===== config.mk =====
export PLATFORM = sky130hd
export DESIGN_NAME = relay_pulse_scheduler
export DESIGN_NICKNAME = d
export VERILOG_FILES = /design/src/rtl/relay_pulse_scheduler_pkg.sv /design/src/rtl/relay_pulse_scheduler_rr_picker.sv /design/src/rtl/relay_pulse_scheduler.sv
export SDC_FILE = /design/constraint.sdc
export NUM_CORES = 1
export LEC_CHECK = 0
export CAP_MARGIN = 20
export CORE_UTILIZATION = 30
export CTS_CLUSTER_DIAMETER = 100
export DETAILED_ROUTE_END_ITERATION = 8
export GPL_ROUTABILITY_DRIVEN = 0
export GPL_TIMING_DRIVEN = 0
export PLACE_DENSITY_LB_ADDON = 0.12
export SYNTH_ARGS = -nofsm -noshare
export SYNTH_HDL_FRONTEND = slang
export SYNTH_HIERARCHICAL = 1
export SYNTH_SLANG_ARGS = --single-unit
export TNS_END_PERCENT = 5

===== constraint.sdc =====
create_clock -name clk -period 2.7 [get_ports clk]
set_input_delay 0.54 -clock clk [delete_from_list [all_inputs] [get_ports clk]]
set_output_delay 0.54 -clock clk [all_outputs]
set_load 0.005 [all_outputs]

===== src/rtl/relay_pulse_scheduler_pkg.sv =====
// relay_pulse_scheduler_pkg: shared FSM state type and default coil timing for relay_pulse_scheduler
// Contents:
//   relay_fsm_t       scheduler state (IDLE, PULSE, GAP)
//   DEF_PULSE_CYCLES  coil drive time in clocks (10 ms at 250 MHz)
//   DEF_GAP_CYCLES    dead time after each pulse in clocks (1 ms at 250 MHz)
package RelayTypes;
    typedef enum logic [1:0] {IDLE, PULSE, GAP} relay_fsm_t;
    localparam int DEF_PULSE_CYCLES = 2500000;
    localparam int DEF_GAP_CYCLES   = 250000;
endpackage


===== src/rtl/relay_pulse_scheduler_rr_picker.sv =====
// relay_rr_picker: combinational round-robin picker, first pending channel at or after ptr with wrap-around
// Ports:
//   pending    in  N   per-channel request flags
//   ptr        in  IW  channel with highest priority this round
//   gnt_valid  out 1   some channel is pending
//   gnt_idx    out IW  granted channel (0 when nothing is pending)
module relay_rr_picker #(
    parameter int N  = 4,
    parameter int IW = $clog2(N)
) (
    input  logic [N-1:0]  pending,
    input  logic [IW-1:0] ptr,
    output logic          gnt_valid,
    output logic [IW-1:0] gnt_idx
);
    logic [IW-1:0] j;
    always_comb begin
        gnt_valid = |pending;
        gnt_idx = '0;
        j = '0;
        // Walk from the farthest offset down so the nearest pending channel is written last.
        for (int i = N - 1; i >= 0; i--) begin
            j = IW'((int'(ptr) + i) % N);
            if (pending[j]) gnt_idx = j;
        end
    end
endmodule


===== src/rtl/relay_pulse_scheduler.sv =====
// relay_pulse_scheduler: serves per-relay set/reset requests round-robin, one coil pulse plus dead time at a time
// Optional feature: define RELAY_SKIP_REDUNDANT_EN to drop requests whose direction matches a known relay state.
// Ports:
//   clk          in  1    rising-edge clock
//   rst_n        in  1    asynchronous active-low reset
//   req_valid    in  1    request strobe, one cycle per request
//   req_channel  in  IW   relay index (values >= NUM_RELAYS ignored)
//   req_set      in  1    1 = set (A leg), 0 = reset (B leg)
//   relay_a      out N    H-bridge A legs, registered
//   relay_b      out N    H-bridge B legs, registered
//   relay_state  out N    last completed direction per relay
//   pending      out N    outstanding request flags
//   busy         out 1    pulse or dead time in progress
//   done         out 1    one-cycle strobe in the cycle a drive drops
module relay_pulse_scheduler
    import RelayTypes::*;
#(
    parameter int NUM_RELAYS   = 4,
    parameter int PULSE_CYCLES = DEF_PULSE_CYCLES,
    parameter int GAP_CYCLES   = DEF_GAP_CYCLES
) (
    input  logic                          clk,
    input  logic                          rst_n,
    input  logic                          req_valid,
    input  logic [$clog2(NUM_RELAYS)-1:0] req_channel,
    input  logic                          req_set,
    output logic [NUM_RELAYS-1:0]         relay_a,
    output logic [NUM_RELAYS-1:0]         relay_b,
    output logic [NUM_RELAYS-1:0]         relay_state,
    output logic [NUM_RELAYS-1:0]         pending,
    output logic                          busy,
    output logic                          done
);
    localparam int IW   = $clog2(NUM_RELAYS);
    localparam int MAXC = PULSE_CYCLES > GAP_CYCLES ? PULSE_CYCLES : GAP_CYCLES;
    localparam int CW   = $clog2(MAXC + 1);
    localparam logic [CW-1:0] PULSE_LOAD = CW'(PULSE_CYCLES - 1);
    // The registered legs lag the state by one cycle, so GAP also covers the last driven
    // cycle; loading GAP_CYCLES (not minus one) still leaves GAP_CYCLES all-low cycles.
    localparam logic [CW-1:0] GAP_LOAD = CW'(GAP_CYCLES);
    localparam logic [NUM_RELAYS-1:0] ONE = NUM_RELAYS'(1);

    relay_fsm_t state, state_nx;
    logic [CW-1:0] cnt, cnt_nx;
    logic [NUM_RELAYS-1:0] target, req_hit, clr, act_oh;
    logic [IW-1:0] ptr, ptr_base, ptr_nx, active_ch, gnt_idx;
    logic active_dir, gnt_valid, start, skip, finish;

    relay_rr_picker #(.N(NUM_RELAYS), .IW(IW)) u_picker (
        .pending  (pending),
        .ptr      (ptr),
        .gnt_valid(gnt_valid),
        .gnt_idx  (gnt_idx)
    );

    // Out-of-range channels shift the bit off the top and vanish.
    assign req_hit  = req_valid ? ONE << req_channel : '0;
    assign act_oh   = ONE << active_ch;
    assign finish   = state == GAP && cnt == GAP_LOAD;
    assign clr      = (start || skip) ? ONE << gnt_idx : '0;
    assign busy     = state != IDLE;
    assign ptr_base = finish ? active_ch : gnt_idx;
    assign ptr_nx   = ptr_base == IW'(NUM_RELAYS - 1) ? '0 : ptr_base + 1'b1;

`ifdef RELAY_SKIP_REDUNDANT_EN
    logic [NUM_RELAYS-1:0] known;
    assign skip = state == IDLE && gnt_valid && known[gnt_idx] && target[gnt_idx] == relay_state[gnt_idx];
    always_ff @(posedge clk or negedge rst_n) begin
        if (!rst_n) known <= '0;
        else if (finish) known[active_ch] <= 1'b1;
    end
`else
    assign skip = 1'b0;
`endif
    assign start = state == IDLE && gnt_valid && !skip;

    always_comb begin
        state_nx = state;
        cnt_nx = cnt - 1'b1;
        case (state)
            IDLE: begin
                state_nx = start ? PULSE : IDLE;
                cnt_nx = PULSE_LOAD;
            end
            PULSE: if (cnt == '0) begin
                state_nx = GAP;
                cnt_nx = GAP_LOAD;
            end
            default: if (cnt == '0) state_nx = IDLE;
        endcase
    end

    always_ff @(posedge clk or negedge rst_n) begin
        if (!rst_n) begin
            state <= IDLE;
            cnt <= '0;
            pending <= '0;
            target <= '0;
            ptr <= '0;
            active_ch <= '0;
            active_dir <= 1'b0;
            relay_a <= '0;
            relay_b <= '0;
            relay_state <= '0;
            done <= 1'b0;
        end else begin
            state <= state_nx;
            cnt <= cnt_nx;
            // A capture in the same cycle as the pick of that channel keeps it pending.
            pending <= (pending & ~clr) | req_hit;
            target <= (target & ~req_hit) | ({NUM_RELAYS{req_set}} & req_hit);
            relay_a <= (state == PULSE && active_dir) ? act_oh : '0;
            relay_b <= (state == PULSE && !active_dir) ? act_oh : '0;
            done <= finish;
            if (start) begin
                active_ch <= gnt_idx;
                active_dir <= target[gnt_idx];
            end
            if (finish) relay_state[active_ch] <= active_dir;
            if (finish || skip) ptr <= ptr_nx;
        end
    end
endmodule


; Word-level counts from Yosys, hierarchy flattened
; Index checks and enable logic that the tools add are counted.
[word_totals]
elab_cells = 79
inputBits = 6
register_bits = 50
[classes]
n_addsub = 5
magnitude_cmp = 7
n_reduce_logical = 12
eq_ne = 5
mux = 29
n_bitwise = 7
shift = 3
[op_table]
columns = operator, count
row1 = $pmux 22 s2, 1
row2 = $eq 22x18->1 const B, 1
row3 = $logic_not 22->1, 1
row4 = $mux 22, 1
row5 = $sub 22x1->22 const B, 1
row6 = $lt 2x3->1 const B, 6
row7 = $mux 2, 8
row8 = $mux 4, 4
row9 = $and 4x4->4, 3
row10 = $shl 1x2->4 const A, 3
row11 = $bmux 1 s2, 5
row12 = $not 4->4, 2
row13 = $or 4x4->4, 2
row14 = $mux 1, 7
row15 = $logic_and 1x1->1, 5
row16 = $add 2x1->2 const B, 2
row17 = $add 2x2->2 const B, 2
row18 = $bwmux 4, 1
row19 = $eq 2x2->1 const B, 2
row20 = $pmux 2 s2, 1
row21 = $reduce_bool 2->1, 2
row22 = $reduce_or 4->1, 1
row23 = $demux 1 s2, 1
row24 = $eq 2x1->1 const B, 1
row25 = other kinds (5), 5

; Longest topological paths before layout
[depth]
ltp_word = 12
ltp_mapped = 6

; Cells and area by module
; The synthesis kept the hierarchy.
[by_module_without_submodules]
columns = module, instances, seq_area_each_um2, area_per_inst_um2, cells_per_inst
row1 = relay_pulse_scheduler, 1, 1251.2, 2443.6, 221
row2 = relay_rr_picker, 1, 0.0, 77.6, 13

; Least setup slack after synthesis
; No wires, ideal clock.
[synth_timing]
path_kind = flip-flop to flip-flop
startpoint = register cnt[0]
endpoint = register cnt[14]
arrival_time_ns = 1.700
setup_time_ns = 0.082
path_slack_ns = 0.918
stages_incl_launch_ff = 7
path_buffers = 0
period_less_slack_ns = 1.782
cell_sequence = dfrtp_1 -> inv_1 -> ha_1 -> nor3b_2 -> nand2_1 -> or4_1 -> a31oi_1
[synth_via]
elab_chain_cells = 3
word_cells_on_any_way = 4
classes_between = 1 x add/sub / 2 x mux / 1 x reduce/logical
[synth_lines]
columns = item, line
row1 = "start, declared", relay_pulse_scheduler.sv:44  ; logic [CW-1:0] cnt, cnt_nx;
row2 = "start signal, assigned", relay_pulse_scheduler.sv:108  ; cnt <= cnt_nx;
row3 = $sub 22x1->22 / $logic_not 22->1 (equally long branches), "relay_pulse_scheduler.sv:79, relay_pulse_scheduler.sv:85"
row4 = $mux 22, relay_pulse_scheduler.sv:85  ; PULSE: if (cnt == '0) begin
row5 = $pmux 22 s2 *, relay_pulse_scheduler.sv:80  ; case (state)
row6 = net cnt_nx[14], relay_pulse_scheduler.sv:44
; The timed path passes the listed nets; every way through them passes the cells marked *.
; A chain may end at the register's enable or synchronous reset.

; Worst setup path in the final report
[layout_timing]
startpoint = register state[1]
endpoint = output busy
[layout_via]
elab_chain_cells = 1
[layout_lines]
columns = item, line
row1 = "start, declared", relay_pulse_scheduler.sv:43  ; relay_fsm_t state, state_nx;
row2 = "start signal, assigned", relay_pulse_scheduler.sv:107  ; state <= state_nx;
row3 = $reduce_bool 2->1, relay_pulse_scheduler.sv:61  ; assign busy = state != IDLE;
row4 = "end, declared", relay_pulse_scheduler.sv:31  ; output logic busy,
; Every way passes these cells.

==> flow_metrics.py <==
metrics = {
    "layout": {
        "fill_cells": 851,
        "area_delta_synth_final_pct": 18.8,
        "nNetsFinal": 273,
        "final_common_cell": "dfrtp_1",
        "antennaDiodeCount": 0,
        "final_cell_mix": "dfrtp_1 (50), clkdlybuf4s50_1 (22), nor2_1 (21), nand2_1 (20), nor3_1 (10)",
        "final_util": 0.366,
        "drive_gt1_frac": 0.158,
    },
    "sta": {
        "finalSetupTns_ns": 0,
        "worstMarginPinSlew_ns": 0.780,
        "min_period_over_period": 0.909,
        "setup_viol": 0,
        "fmax_mhz": 407,
        "skew_ns": 0.0154,
        "period_needed_ns": 2.46,
        "rsz0062_at_grt": "no",
        "fin_hold_ws_ns": 0.160,
        "finalMaxSlewViolations": 0,
        "fin_ws_ns": 0.245,
        "timing.slew.headroom": 0.476,
        "hold_viol": 0,
    },
    "setup_path": {
        "cpMaxStageDelayCell": "clkdlybuf4s50_1",
        "crit_path_max_incr_delay_ns": 0.49,
        "crit_buf_inv": 3,
        "crit_arrival_ns": 1.92,
        "critical_path_class": "reg -> out",
        "path_cells": "buf_6 > nor2_2 > inv_2 > clkdlybuf4s50_1",
        "critPathMaxFanout": 10,
        "end_kind": "primary output",
        "crit_family": "buffers and inverters",
        "cp-start-kind": "register",
        "cp.required_ns": 2.16,
    },
    "placement": {
        "dp_slack_ns": 0.423,
        "dp.final_hpwl_um": 4080,
        "place.port_buffers": 23,
    },
    "global_route": {
        "grt.total_usage": 0.146,
        "gr-total-overflow": 0,
        "grt_pass1_vias": 1906,
        "grt_max_degree": 33,
        "antenna_found_initial": 0,
        "grt_pass1_wl_um": 9880,
    },
    "pwr": {
        "p_switching_uw": 316,
        "pwr-share-comb": 0.038,
        "p_seq_frac": 0.592,
        "swShare": 0.244,
        "power.leakage_nw": 1.17,
        "irDropWorstVdd_v": 0.000230,
        "powerDensity_nw_per_um2": 433,
        "p_int_uw": 980,
        "clkPwrFrac": 0.371,
    },
    "drt": {
        "firstDrtPassIters": 4,
        "drtAntennaViolNets": 0,
        "viasPerCell": 5.13,
        "post_drt_wl_per_cell_um": 15.2,
        "routed_wl_um": 5660,
        "vias": 1905,
        "drt_iter0_drc": 77,
        "drc_errors": 0,
    },
    "floorplanning": {
        "dieHeight_um": 93.7,
        "die_w_um": 93.7,
        "io_pins": 24,
        "rows": 33,
        "start_util": 0.308,
        "core-area_sq_um": 8180,
        "dieArea_sq_um": 8770,
    },
    "cts": {
        "cts_resized": 0,
        "htree_levels": 2,
        "cts_sinks": 50,
        "postCtsSetupRepairBufs": 0,
        "cts-root-buf": "clkbuf_8",
        "clkTransAtPathRegs_ns": 0.11,
        "cts_made_buffers": 5,
        "clock_path_buffers": 2,
        "cts_tree": "built",
        "ctsHoldBuffers": 0,
        "worstSkewPairLatency_ns": 0.31,
    },
    "synthesis": {
        "async_flop_share": 1.00,
        "synth_seq_cells": 50,
        "syn_nets": 242,
        "synth_edf_count": 0,
        "yosys_warnings": 6,
        "synth_area_leaders": "dfrtp_1 (50%), nor2_1 (3.1%), nand2_1 (3.0%)",
        "ys.flop_type": "dfrtp_1",
        "synth_top_area_frac": 0.496,
        "syn_avg_cell_area_sq_um": 10.8,
        "synth_top_area_cell": "dfrtp_1",
        "netlist_instances": 234,
        "syn_area_sq_um": 2520,
        "seq_area_frac_synth": 0.496,
        "yosysUniqueCellTypes": 56,
    },
    "flow_run": {
        "max-cap-violations": 0,
    },
    "worst_hold_path": {
        "min_path_type": "in -> async",
    },
    "outcome": {
        "outcome": "finished clean",
    },
}
## synth_stat cells, types with 2 or more instances
master / n
nor4_2: 3
nor4_1: 3
or3_1: 2
dfrtp_1: 50
a31oi_1: 3
or4_4: 2
o21ai_1: 8
or4_1: 6
nand2b_1: 6
nor2_1: 21
nand4b_1: 2
inv_1: 5
nor3_2: 3
buf_2: 2
mux2_1: 5
a21oi_1: 7
and4_1: 2
nand2_2: 4
o31a_1: 2
nor4_4: 2
nand2_1: 20
o31ai_1: 7
nand3_1: 6
a211oi_1: 2
ha_1: 2
xor2_1: 5
xnor2_1: 5
nand4_1: 3
nor3_1: 10
nor3b_1: 2
mux2_2: 5
o21ai_0: 5
## power by group through the flow
stage	clock, mW	sequential [mW]	combinational (mW)
CTS	0.504	0.767	0.0512
finish	0.480	0.767	0.0487
global placement	0	0.782	0.0480
global route	0.535	0.770	0.0558
floorplan	0	0.780	0.0190
detailed placement	0	0.782	0.0511
## final timing paths
check	from	end	slack [ns]	depth (start not counted)
worst max-delay path	state[1]$_DFFE_PN0P_	busy	0.24	4
worst min-delay path	rst_n	cnt[17]$_DFF_PN0_	0.16	1
worst max register to register	cnt[0]$_DFF_PN0_	cnt[16]$_DFF_PN0_	0.39	6
worst min register to register	relay_state[0]$_DFFE_PN0P_	relay_state[0]$_DFFE_PN0P_	0.50	1
max in group asynchronous	rst_n	async pin	2.00	2
min in group clk	relay_state[0]$_DFFE_PN0P_	relay_state[0]$_DFFE_PN0P_	0.50	1
## flip-flops by register name (all words and copies together) (netlist names), named ones only
name         cells
ptr              2
pending          4
relay_a          4
active_ch        2
done             1
active_dir       1
relay_state      4
state            2
relay_b          4
cnt             22
## final cells by class
type	count	area (sq um)	share of cell area
multi-input cells	175	1230	0.409
repair buffers	24	245	0.0819
clock buffers	5	68.8	0.0230
well taps	105	131	0.0439
plain buffers	3	21.3	0.00710
clock inverters	3	28.8	0.00961
flip-flops and latches	50	1250	0.418
inverters	6	22.5	0.00752
## metal layers
| metal | up-vias | global-route usage | share of wire |
|---|---|---|---|
| met3 | 4 | 0.0267 | 0.016 |
| met1 | 960 | 0.203 | 0.51 |
| met5 | - | 0 | 0 |
| li1 | 926 | - | - |
| met2 | 15 | 0.237 | 0.46 |
| met4 | 0 | 0.0308 | 0.0085 |
## worst register-to-register path, stage by stage (launching register included)
cell and delay [ns]:
dfrtp_1 0.44, inv_1 0.10, ha_1 0.18, nor3b_2 0.56, nand2_1 0.28, or4_1 0.46
a31oi_1 0.21
## metrics by stage
step           instance area, sq um  instances  total power, mW
5_1_grt                        3000        371             1.36
2_1_floorplan                  2520        234            0.799
6_report                       3000        371             1.30
4_1_cts                        3000        371             1.32
3_5_place_dp                   2900        363            0.833
3_3_place_gp                   2880        362            0.830
## logic make-up after synthesis
family                   Yosys count  synth area share
multiplexers                      12            0.0576
buffers and inverters              9            0.0174
XOR/XNOR                          10            0.0347
AND/OR/NAND/NOR                  108             0.271
adder cells (fa/ha/maj)            2           0.00992
AO/OA/AOI/OAI                     43             0.113
flip-flops                        50             0.496
No activity file was read; power rests on OpenSTA's default activity.
==> patch: new RTL, config.mk and constraints unchanged <==
`DEF_PULSE_CYCLES`: 2500000 -> 10000000.
--- a/src/rtl/relay_pulse_scheduler_pkg.sv
+++ b/src/rtl/relay_pulse_scheduler_pkg.sv
@@ -6,5 +6,5 @@
 package RelayTypes;
     typedef enum logic [1:0] {IDLE, PULSE, GAP} relay_fsm_t;
-    localparam int DEF_PULSE_CYCLES = 2500000;
+    localparam int DEF_PULSE_CYCLES = 10000000;
     localparam int DEF_GAP_CYCLES   = 250000;
 endpackage
Behaviour: same outputs for any inputs over 4 cycles, from zero or initial values and one cycle with rst_n low; that may be too few to reach the edited logic, so the function may still have changed.
==> patch against the unedited design <==
Hold slack gained 12 ps; power is essentially flat; critical path type is now register to register; wire length shrank 1.8%; sequential power grew 3.9%; non-clock buffer count grew 1; area after synthesis grew 0.55%; count of clock-buffer cells in the layout is the same; sequential share of layout area grew 1.2 points; cell area grew 1.0%; clock skew shrank 1.5 ps; sequential cell count grew 2; global-route usage shrank 0.50 points; largest power group unchanged; worst setup slack lost 190 ps.
==> patch: results (changes against the unedited design) <==
qor: worst_setup_path.critPathTopFamily simple AND/OR/NAND/NOR gates
qor: place.preCtsSetupSlack -233 ps [-656 ps]
qor: worst_setup_path.r2r_slack 50 ps [-340 ps]
qor: logic_synthesis.synth_seq_area_share 51.3% [+1.7 points]
qor: logic_synthesis.synthesis.nets 246 [+1.7%]
qor: logic_synthesis.syn_inst 238 [+1.7%]
qor: power.p_leak 1.17 nW [+0.16%]
qor: global_route.first_global_vias 1936 [+1.6%]
qor: route.drt_first_iter_violations 76 [-1.3%]
qor: finish.count_of_filler_cells_inserted_in_the_layout 838 [-1.5%]
qor: logic_synthesis.synthTopCellsByCount 52 x sky130_fd_sc_hd__dfrtp_1, 20 x sky130_fd_sc_hd__nor2_1, 17 x sky130_fd_sc_hd__nand2_1
qor: finish.num-nets-final 277 [+1.5%]
qor: place.placement.cell_area 2910 um2 [+0.47%]
qor: timing.final.hold.worst_slack 173 ps [+12.1 ps]
qor: route.route.detailed.wl_per_inst 14.8 um [-2.8%]
qor: worst_setup_path.timing.critical_path.to cnt[18]
qor: run_status.outcome finished, final reports clean
qor: worst_setup_path.critical-path-slowest-cell sky130_fd_sc_hd__o31ai_2
qor: timing.fin_skew 13.9 ps [-1.48 ps]
qor: global_route.grt_pass1_wl 9540 um [-3.5%]
qor: place.dp.final_hpwl 3990 um [-2.1%]
qor: finish.fin_cells 375 [+1.1%]
qor: logic_synthesis.synthDistinctLibCells 46 [-18%]
qor: clocking.post_cts_resized 2 [+2]
qor: finish.flip_flop_count_of_the_largest_register_after_layout 24 [+9.1%]
patch: cell count changes in the layout (fill, tap and decap cells not counted), moves of 3 or more:
cell                      unedited run  this run
sky130_fd_sc_hd__mux2_2              5        12
sky130_fd_sc_hd__nand2_1            20        17
sky130_fd_sc_hd__nand4_1             3         6
sky130_fd_sc_hd__nor4_1              3         6
sky130_fd_sc_hd__nor3_2              3         0
sky130_fd_sc_hd__o21ai_1             8         0
sky130_fd_sc_hd__mux2_1              5         0
sky130_fd_sc_hd__nand2_2             4         0
sky130_fd_sc_hd__o21ai_0             5        14
patch: cell type report:
| cell class | count | area (um2) | share of cell area (%) |
|---|---|---|---|
| clock inverters | 3 | 21.3 | 0.703 |
| flip-flops and latches | 52 | 1300 | 43.0 |
| plain buffers | 4 | 25.0 | 0.827 |
| inverters | 5 | 18.8 | 0.620 |
| multi-input cells | 177 | 1210 | 40.1 |
| clock buffers | 5 | 68.8 | 2.27 |
| well taps | 105 | 131 | 4.34 |
| repair buffers | 24 | 245 | 8.11 |
patch: report_power, final:
group,total (W),internal [W],switching [W]
Clock,0.000450,0.000184,0.000266
Sequential,0.000797,0.000791,0.00000651
Combinational,0.0000495,0.0000245,0.0000250
Total,0.00130,0.00100,0.000297
patch: logic make-up after synthesis:
logic type                 Yosys count  synth area share [%]
buffers and inverters                9                  1.68
DFF                                 52                  51.3
AOI/OAI and AO/OA                   44                  11.4
xor gates and xnor gates            13                  4.49
and+or+nand+nor                    104                  23.5
muxes                               14                  6.61
adders and majority gates            2                 0.987
patch: per-layer routing:
layer	part of all wire (%)	wire length [um]	track usage (%)
met5	0	0	0
met4	1.3	73	4.87
met3	3.6	202	2.83
met2	46	2540	22.1
met1	49	2730	19.2
